File: src/rtl/spi_cu_burst.sv
// SPI slave control unit: command decode, multi-byte address assembly, burst read/write sequencing.
// Optional write-enable latch is compiled in with `SPI_CU_WEL_EN.
module spi_cu_burst #(
    parameter int DATA_WIDTH   = 8,
    parameter int ADDRESS_SIZE = 10,
    parameter int ADDR_BYTES   = 2,
    parameter int MEM_DEPTH    = 1024
) (
    input  logic                    i_clk,
    input  logic                    i_rst,
    input  logic                    i_spi_cs,
    input  logic                    byte_is_ready,
    input  logic [DATA_WIDTH-1:0]   i_recieved_byte,
    output logic [ADDRESS_SIZE-1:0] o_address,
    output logic                    o_shift_en,
    output logic                    o_shift_reg_par_load,
    output logic                    o_count_en,
    output logic                    o_count_clr,
    output logic                    o_wr_en,
    output logic                    o_err,
    output logic                    o_done
);

    localparam int FULLW = ADDR_BYTES * DATA_WIDTH;
    localparam int CW    = (ADDR_BYTES > 1) ? $clog2(ADDR_BYTES) : 1;

    localparam logic [CW-1:0]           CNT_LAST  = CW'(ADDR_BYTES - 1);
    localparam logic [FULLW:0]          DEPTH_W   = (FULLW + 1)'(MEM_DEPTH);
    localparam logic [ADDRESS_SIZE-1:0] ADDR_LAST = ADDRESS_SIZE'(MEM_DEPTH - 1);
    localparam logic [DATA_WIDTH-1:0]   CMD_WRITE = DATA_WIDTH'(8'h02);
    localparam logic [DATA_WIDTH-1:0]   CMD_READ  = DATA_WIDTH'(8'h03);
`ifdef SPI_CU_WEL_EN
    localparam logic [DATA_WIDTH-1:0]   CMD_WREN  = DATA_WIDTH'(8'h06);
    localparam logic [DATA_WIDTH-1:0]   CMD_WRDI  = DATA_WIDTH'(8'h04);
`endif

    typedef enum logic [2:0] {
        IDLE,
        CMD,
        ADDR,
        DATA,
        IGNORE
    } state_t;

    state_t                 state_q, state_d;
    logic [FULLW-1:0]       addr_q, addr_d;
    logic [DATA_WIDTH-1:0]  cmd_q, cmd_d;
    logic [CW-1:0]          cnt_q, cnt_d;
    logic                   err_q, err_d;
`ifdef SPI_CU_WEL_EN
    logic                   wel_q, wel_d;
    logic                   wrote_q, wrote_d;
`endif

    logic [FULLW-1:0]        addr_asm;
    logic                    asm_in_range;
    logic [ADDRESS_SIZE-1:0] addr_cur;
    logic [ADDRESS_SIZE-1:0] addr_next;
    logic [ADDRESS_SIZE-1:0] addr_out;
    logic                    wr_strobe;
    logic                    pl_strobe;

    // Range check uses the full assembled value so dropped upper bits still flag an error.
    assign addr_asm     = (addr_q << DATA_WIDTH) | FULLW'(i_recieved_byte);
    assign asm_in_range = ({1'b0, addr_asm} < DEPTH_W);
    assign addr_cur     = addr_q[ADDRESS_SIZE-1:0];
    assign addr_next    = (addr_cur == ADDR_LAST) ? '0 : addr_cur + 1'b1;

    always_ff @(posedge i_clk) begin
        if (!i_rst) begin
            state_q <= IDLE;
            addr_q  <= '0;
            cmd_q   <= '0;
            cnt_q   <= '0;
            err_q   <= 1'b0;
`ifdef SPI_CU_WEL_EN
            wel_q   <= 1'b0;
            wrote_q <= 1'b0;
`endif
        end else begin
            state_q <= state_d;
            addr_q  <= addr_d;
            cmd_q   <= cmd_d;
            cnt_q   <= cnt_d;
            err_q   <= err_d;
`ifdef SPI_CU_WEL_EN
            wel_q   <= wel_d;
            wrote_q <= wrote_d;
`endif
        end
    end

    always_comb begin
        state_d   = state_q;
        addr_d    = addr_q;
        cmd_d     = cmd_q;
        cnt_d     = cnt_q;
        err_d     = err_q;
`ifdef SPI_CU_WEL_EN
        wel_d     = wel_q;
        wrote_d   = wrote_q;
`endif
        wr_strobe = 1'b0;
        pl_strobe = 1'b0;
        addr_out  = addr_cur;

        if (i_spi_cs) begin
            state_d = IDLE;
`ifdef SPI_CU_WEL_EN
            if (wrote_q) begin
                wel_d   = 1'b0;
                wrote_d = 1'b0;
            end
`endif
        end else begin
            case (state_q)
                IDLE: begin
                    state_d = CMD;
                    err_d   = 1'b0;
`ifdef SPI_CU_WEL_EN
                    wrote_d = 1'b0;
`endif
                end
                CMD: begin
                    if (byte_is_ready) begin
                        cmd_d = i_recieved_byte;
                        if (i_recieved_byte == CMD_WRITE || i_recieved_byte == CMD_READ) begin
                            state_d = ADDR;
                            cnt_d   = '0;
                            addr_d  = '0;
`ifdef SPI_CU_WEL_EN
                        end else if (i_recieved_byte == CMD_WREN) begin
                            state_d = IGNORE;
                            wel_d   = 1'b1;
                        end else if (i_recieved_byte == CMD_WRDI) begin
                            state_d = IGNORE;
                            wel_d   = 1'b0;
`endif
                        end else begin
                            state_d = IGNORE;
                            err_d   = 1'b1;
                        end
                    end
                end
                ADDR: begin
                    if (byte_is_ready) begin
                        addr_d = addr_asm;
                        if (cnt_q == CNT_LAST) begin
                            if (!asm_in_range) begin
                                state_d = IGNORE;
                                err_d   = 1'b1;
                            end else begin
                                state_d = DATA;
                                if (cmd_q == CMD_READ) begin
                                    pl_strobe = 1'b1;
                                    addr_out  = addr_asm[ADDRESS_SIZE-1:0];
                                end
                            end
                        end else begin
                            cnt_d = cnt_q + 1'b1;
                        end
                    end
                end
                DATA: begin
                    if (byte_is_ready) begin
                        if (cmd_q == CMD_WRITE) begin
`ifdef SPI_CU_WEL_EN
                            if (!wel_q) begin
                                err_d = 1'b1;
                            end else begin
                                wr_strobe = 1'b1;
                                addr_d    = FULLW'(addr_next);
                                wrote_d   = 1'b1;
                            end
`else
                            wr_strobe = 1'b1;
                            addr_d    = FULLW'(addr_next);
`endif
                        end else begin
                            // Read prefetches the following word; the first was loaded on the last address byte.
                            pl_strobe = 1'b1;
                            addr_out  = addr_next;
                            addr_d    = FULLW'(addr_next);
                        end
                    end
                end
                default: ;
            endcase
        end
    end

    assign o_done               = i_spi_cs;
    assign o_shift_en           = i_rst & ~i_spi_cs;
    assign o_count_en           = i_rst & ~i_spi_cs;
    assign o_count_clr          = ~i_rst | (state_q == IDLE);
    assign o_wr_en              = i_rst & wr_strobe;
    assign o_shift_reg_par_load = i_rst & pl_strobe;
    assign o_err                = i_rst & err_q;
    assign o_address            = i_rst ? addr_out : '0;

endmodule

File: config.mk
export PLATFORM = sky130hd
export DESIGN_NAME = spi_cu_burst
export DESIGN_NICKNAME = d
export VERILOG_FILES = /design/src/rtl/spi_cu_burst.sv
export SDC_FILE = /design/constraint.sdc
export NUM_CORES = 1
export LEC_CHECK = 0
export BUFFER_PORTS_ARGS = -buffer_cell sky130_fd_sc_hd__buf_4
export CAP_MARGIN = 20
export CORE_ASPECT_RATIO = 0.6
export CORE_UTILIZATION = 45
export DETAILED_ROUTE_END_ITERATION = 16
export PLACE_DENSITY_LB_ADDON = 0.15
export SLEW_MARGIN = 20
export SYNTH_ARGS = -nofsm -noshare
export SYNTH_HDL_FRONTEND = slang
export SYNTH_SLANG_ARGS = --single-unit
File: constraint.sdc
create_clock -name i_clk -period 3.4 [get_ports i_clk]
set_input_delay 0.51 -clock i_clk [delete_from_list [all_inputs] [get_ports i_clk]]
set_output_delay 0.51 -clock i_clk [all_outputs]
set_load 0.01 [all_outputs]
== Word-level counts from Yosys, hierarchy flattened ==
Cells that the tools add are included.
Word-level totals
  memories: 0
  word-level logic and storage cells: 86
  register bits: 23
  bits of input ports: 12
  output and inout bits: 17
  latch bits: 0
  memory bits (writable): 0
  ROM bits: 0
Cells by class
  mux-type cells: 44
  div/mod/pow operators: 0
  equal/unequal tests: 15
  add/subtract/negate cells: 2
  magnitude comparators: 1
  reduce and logical (&&, ||, !) cells: 11
  multiply operators: 0
  shifts and indexed selects: 0
  bitwise operators: 8
Operators by type and width (count)
  $mux 10: 13
  $eq 8x2->1 const B: 4
  $pmux 10 s3: 1
  $mux 1: 20
  $pmux 10 s2: 1
  $lt 16x11->1 const B: 1
  $or 16x8->16: 1
  $mux 3: 5
  $ne 2x2->1 const B: 7
  $add 10x1->10 const B: 1
  $eq 10x10->1 const B: 1
  $pmux 3 s3: 1
  $reduce_and 7->1: 1
  $eq 3x2->1 const B: 2
  $reduce_and 6->1: 1
  $reduce_bool 3->1: 2
  $reduce_and 5->1: 1
  $and 1x1->1: 4
  $pmux 1 s2: 2
  $reduce_and 4->1: 1
  $eq 3x1->1 const B: 1
  $logic_not 3->1: 1
  $pmux 1 s3: 1
  $reduce_and 3->1: 1
  6 further kinds: 7

== Logic depth before layout (Yosys ltp) ==
Gate-level depths: netlist of the first run.
  depth in word-level cells: 8
  mapped depth: 7
  depth with buffers taken out: 6

== Least setup slack after synthesis of the first run ==
Ideal clock, no wire load.
  path kind: in2out
  from: in i_spi_cs
  to: out o_address[4]
  buffers on the path: 1
  arrival time: 1.790 ns
  cell stages on the path: 5
  setup slack: 1.100 ns
  required time: 2.890 ns
  cell sequence: buf_6 -> or3b_1 -> or4_1 -> a21oi_1 -> o31a_1
On the way
  longest elaborated chain between the ends: 2
Ends and longest elaborated chain
  start, declared: RTL line 11  | input logic i_spi_cs,
  $mux 10: RTL line 107  | if (i_spi_cs) begin
  $mux 10: RTL line 199  | assign o_address = i_rst ? addr_out : '0;
  end, declared: RTL line 14  | output logic [ADDRESS_SIZE-1:0] o_address,
Every way passes these cells.

== Worst setup path after layout of the first run ==
  from: reg state_q[1]
  to: out o_address[1]
On the way
  longest elaborated chain between the ends: 4
  elaborated cells between the ends (all ways): 5
  those cells by class: 2 x eq/ne; 3 x mux
Ends and longest elaborated chain
  start, declared: RTL line 45  | state_t state_q, state_d;
  start signal, assigned: RTL line 81  | state_q <= state_d;
  $eq 3x2->1: RTL line 116  | case (state_q)
  $pmux 10 s2 (*): RTL line 116
  $mux 10 (*): RTL line 107
  $mux 10 (*): RTL line 199
Every way passes the cells marked *; elsewhere a longest branch is shown, timed or not.

==> qor.csv, run 1 <==
metric,value,unit
outcome,finished clean,
gp_congestion,0.940,
antenna_found_initial,0,
syn_area,0.00185,mm2
cp-start-kind,flop,
synth-edff-count,0,
cpMaxStageDelayCell,dfxtp_1,
die_w,84.9,um
utilization,54.7,%
wirelength,5.61,mm
cp_top_family,simple AND/OR/NAND/NOR gates,
wl_met2,2.08,mm
hold_violations,0,
yosysUniqueCellTypes,61,
wl_met3,619,um
vias_per_cell,6.37,
cts_setup_buffers,0,
firstDrtPassIters,7,
insertion_delay,0.28,ns
multi_input_comb_area,0.00126,mm2
fp.dieArea,0.00439,mm2
final_cell_mix,"buf_4, nand2_1, a21oi_1",
rsz0062_at_grt,false,
finalClockSkew,0.00248,ns
highest_layer,met4,
clock_sinks,23,
gr-total-overflow,0,
grt_pass1_wl,9.23,mm
wl_met1,2.88,mm
min_period_over_period,85.9,%
final.setup.tns,0,ns
synth_top_flop_cell,dfxtp_1,
ys_seq_elements,23,
numCtsBuffers,3,
path_buf_inv,1,
ys_warn_count,0,
clockBufferDepth,2,
synth_async_sr_flop_share,0,%
seqPwrFrac,53.0,%
ctsResizeCount,0,
fin_crit,2.92,ns
n_antenna_cell,0,
worst_setup_path_end_kind,output pin,
die_y,51.7,um
cp_cell_sequence,nand4bb_1 > a211o_1 > nor2_1 > a22oi_1 > nand2_1 > buf_4,
hpwl,4.16,mm
maxCapViolCount,0,
drv_slew,0,
worstPathArrival,2.41,ns
dpl_worst_slack,0.793,ns
ys_seq_area_share,24.8,%
critPathRequiredTime,2.89,ns
worst_slack,0.478,ns
vdd_ir_drop_max,0.114,mV
p_clk_share,34.8,%
cts_tree,done,
slowest_delay,0.67,ns
internal-power,0.380,mW
core-area,0.00381,mm2
setup_viol,0,
ff_latch_area,460,um2
power_frac_comb,12.2,%
ctsRootBufferMaster,clkbuf_8,
crit_path_max_fanout,18,
dp_cells,306,
start_util,48.7,%
synth_nets,258,
nets,277,
ant_nets,0,
final_common_cell,buf_4,
vias,1974,
io_buffers,28,
power_density,253,mW/mm2
relSlewSlack,50.7,%
power_switching,0.147,mW
tightest_slew,0.736,ns
avgSynthCellArea,7.57,um2
num-fill-cells,374,
yosysTopAreaCellShare,24.8,%
synthToLayoutAreaGrowth,12.2,%
synth_area_leaders,"dfxtp_1, a21oi_1, nand2_1",
syn_inst,245,
track_usage,27.5,%
critPathKind,reg2out,
wl_per_cell,18.1,um
worstHoldPathType,reg2reg,
cts_hold_buf,0,
grt_max_degree,20,
leakagePower,0.728,nW
num_rows,17,
fin_cells,310,
io_pins,29,
drt_drc_violations_left,0,
yosysTopAreaCell,dfxtp_1,
max_freq,342,MHz
clk_pin_slew,0.09,ns
drive_gt1_share,19.0,%
switching_share,27.9,%
grt_pass1_vias,1712,
cts_max_level,1,
first_iter_violations,244,
==> cell usage after synthesis (all sizes together), types with 2 or more instances <==
cell type and instances:
or3b 2, nand2 29, inv 6, a21boi 2, clkbuf 4, a221o 2, o21ai 14, a211o 2
nor4b 3, nor2b 4, xnor2 2, a211oi 4, a31oi 4, nor2 21, nand3b 2, nand2b 2
nand3 17, o21a 2, dfxtp 23, nand4 4, a21oi 26, and3 2, buf 13, o31ai 8
a22oi 3, a311oi 2, a32o 2, nor3b 3, nor3 9, and2 2, nor4 9
==> cell families (layout without fill, tap and decap cells) <==
family                   count (synthesis)  count (layout)  share of synthesized area (%)
AO/OA/AOI/OAI                           78              78                           28.0
XOR/XNOR                                 3               3                           1.42
adder cells (fa/ha/maj)                  1               1                          0.675
buffers and inverters                   23              41                           7.22
flip-flops                              23              23                           24.8
multiplexers                             1               1                          0.607
AND/OR/NAND/NOR                        116             116                           37.2
==> flip-flops by register name, indices dropped and copies added (netlist names) <==
| name | flops |
|---|---|
| addr_q | 10 |
| state_q | 3 |
| cnt_q | 1 |
| cmd_q | 8 |
| err_q | 1 |
==> layout make-up <==
| type | count | area share [%] |
|---|---|---|
| multi-input cells | 199 | 60.6 |
| flip-flops and latches | 23 | 22.1 |
| repair buffers | 31 | 11.2 |
| well taps | 47 | 2.83 |
| clock buffers | 3 | 1.98 |
| inverters | 6 | 1.08 |
| clock inverters | 1 | 0.241 |
==> per-stage QoR <==
step                power, mW  hold slack (ns)  cell area (um2)
detailed placement      0.349            0.474             2030
finish                  0.527            0.482             2080
global placement        0.349            0.466             2030
CTS                     0.531            0.487             2080
floorplan               0.322            0.440             1850
global route            0.555            0.497             2080
==> path summary, 6_finish.rpt <==
kind                                               from                      to  slack (ns)  depth (start not counted)
worst max register to register  state_q[0]$_SDFFE_PN0P_  addr_q[7]$_SDFFE_PN0P_        1.39                          4
worst min-delay path              cmd_q[1]$_SDFFE_PN0P_   cmd_q[1]$_SDFFE_PN0P_        0.48                          2
worst min register to register    cmd_q[1]$_SDFFE_PN0P_   cmd_q[1]$_SDFFE_PN0P_        0.48                          2
worst max-delay path            state_q[1]$_SDFFE_PN0P_            o_address[1]        0.48                          6
==> worst register-to-register path, delay by kind of cell (launching register included) <==
family / cells / cell delay (ns)
compound gates: 2 / 0.35
flops: 1 / 0.72
simple gates: 2 / 0.87
==> metal layers <==
| layer | track usage (%) | vias to the layer above |
|---|---|---|
| li1 | - | 956 |
| met5 | 0 | - |
| met2 | 35.5 | 119 |
| met4 | 3.95 | 0 |
| met1 | 44.7 | 893 |
| met3 | 6.35 | 6 |
==> power groups by stage <==
| stage | logic (mW) | clock network, mW | registers [mW] |
|---|---|---|---|
| floorplan | 0.0410 | 0 | 0.281 |
| global placement | 0.0637 | 0 | 0.285 |
| detailed placement | 0.0636 | 0 | 0.285 |
| CTS | 0.0637 | 0.188 | 0.279 |
| global route | 0.0700 | 0.205 | 0.280 |
| finish | 0.0645 | 0.183 | 0.279 |
Power figures use the tool's default switching activity.
==> inputs of run 2 (changes only) <==
--- a/config.mk
+++ b/config.mk
@@ -10,6 +10,7 @@
 export CORE_ASPECT_RATIO = 0.6
 export CORE_UTILIZATION = 45
 export DETAILED_ROUTE_END_ITERATION = 16
+export MAX_ROUTING_LAYER = met4
 export PLACE_DENSITY_LB_ADDON = 0.15
 export SLEW_MARGIN = 20
 export SYNTH_ARGS = -nofsm -noshare
==> qor.csv, run 2 (synthesis gave the netlist of run 1 again) <==
metric,value,unit
outcome,finished with violations,
violations,design-rule violations,
gp_congestion,0.966,
num-fill-cells,398,
cts_tree,done,
p_clk_share,34.4,%
ctsRootBufferMaster,clkbuf_8,
crit_path_max_fanout,18,
globalRouteMet2Util,35.2,%
relSlewSlack,47.9,%
grt_max_degree,20,
path_buf_inv,1,
place_area,0.00206,mm2
slowest_delay,0.66,ns
finalPower,0.530,mW
fp.dieArea,0.00439,mm2
num_rows,17,
gr-total-overflow,0,
io_pins,29,
synthToLayoutAreaGrowth,13.4,%
utilization,55.2,%
fin_crit,2.94,ns
core-area,0.00381,mm2
worstPathArrival,2.43,ns
grt_pass1_vias,1715,
grt_pass1_wl,9.43,mm
drt_drc_violations_left,3,
seqPwrFrac,52.7,%
max_freq,340,MHz
critPathRequiredTime,2.89,ns
final_common_cell,buf_4,
internal-power,0.382,mW
die_w,84.9,um
leakagePower,0.742,nW
cp_cell_sequence,nand4bb_1 > a211o_1 > nor2_1 > a21oi_1 > o21ai_1 > buf_4,
critPathKind,reg2out,
hp-start,cmd_q[1]$_SDFFE_PN0P_,
power_switching,0.147,mW
numCtsBuffers,3,
cpMaxStageDelayCell,dfxtp_1,
start_util,48.7,%
tightest_slew,0.778,ns
die_y,51.7,um
dp_cells,309,
switching_share,27.8,%
antenna_found_initial,0,
cts_setup_buffers,0,
final.setup.tns,0,ns
cp-start-kind,flop,
dpl_worst_slack,0.791,ns
min_period_over_period,86.6,%
worst_setup_path_end_kind,output pin,
io_buffers,28,
ant_nets,0,
cts_hold_buf,0,
hpwl,4.15,mm
nets,280,
first_iter_violations,216,
rsz0062_at_grt,false,
fin_cells,313,
finalClockSkew,0.00942,ns
cp_top_family,compound AO/OA/AOI/OAI gates,
worst_slack,0.457,ns
maxCapViolCount,0,
final_cell_mix,"buf_4, nand2_1, a21oi_1",
clock_sinks,23,
clockBufferDepth,2,
n_antenna_cell,0,
ctsResizeCount,0,
firstDrtPassIters,11,
grt_use_met1,44.8,%
vias_per_cell,6.39,
r2r-start,state_q[0]$_SDFFE_PN0P_,
worstSetupStartpoint,state_q[1]$_SDFFE_PN0P_,
reg_top3,"addr_q x10, cmd_q x8, state_q x3",
drive_gt1_share,19.9,%
power_frac_comb,12.8,%
insertion_delay,0.28,ns
hold_slack,0.485,ns
largest_reg_flops,10,
wirelength,5.73,mm
ff_latch_area,460,um2
wl_per_cell,18.3,um
cts_max_level,1,
final_cell_area,0.00210,mm2
setup_viol,0,
drv_slew,0,
worstHoldPathType,reg2reg,
grtUsageMet3,7.30,%
multi_input_comb_area,0.00126,mm2
power_density,252,mW/mm2
hold_violations,0,
vdd_ir_drop_max,0.143,mV
grt.busiest_layer,met1,
track_usage,28.9,%
clk_pin_slew,0.09,ns
largest_register,addr_q,
vias,2001,
run 2: tightest hold or removal path, delay by kind of cell, from the launching register on:
| kind | cells | cell delay, ns |
|---|---|---|
| simple gates | 1 | 0.06 |
| compound gates | 1 | 0.05 |
| flops | 1 | 0.33 |
run 2: path summary, 6_finish.rpt:
kind	end	depth (start not counted)	slack [ns]
min reg2reg	cmd_q[1]$_SDFFE_PN0P_	2	0.48
min	cmd_q[1]$_SDFFE_PN0P_	2	0.48
max	o_address[3]	6	0.46
max reg2reg	addr_q[7]$_SDFFE_PN0P_	4	1.41
run 2: per-layer routing:
| metal | share of wire [%] | wire length (um) |
|---|---|---|
| met5 | 0 | 0 |
| met2 | 36 | 2070 |
| met3 | 11 | 619 |
| met1 | 52 | 2960 |
| met4 | 1.3 | 73 |
run 2: power by group through the flow:
stage | Sequential, mW | Combinational, mW | Clock, mW
detailed placement | 0.285 | 0.0666 | 0
global placement | 0.285 | 0.0668 | 0
floorplan | 0.281 | 0.0410 | 0
CTS | 0.279 | 0.0668 | 0.187
global route | 0.280 | 0.0737 | 0.199
finish | 0.279 | 0.0680 | 0.182
run 2: layout make-up:
class,instances,share of cell area (%)
Multi-Input combinational cell,199,59.9
Sequential cell,23,21.9
Timing Repair Buffer,34,12.1
Tap cell,47,2.80
Clock buffer,3,1.96
Inverter,6,1.07
Clock inverter,1,0.238
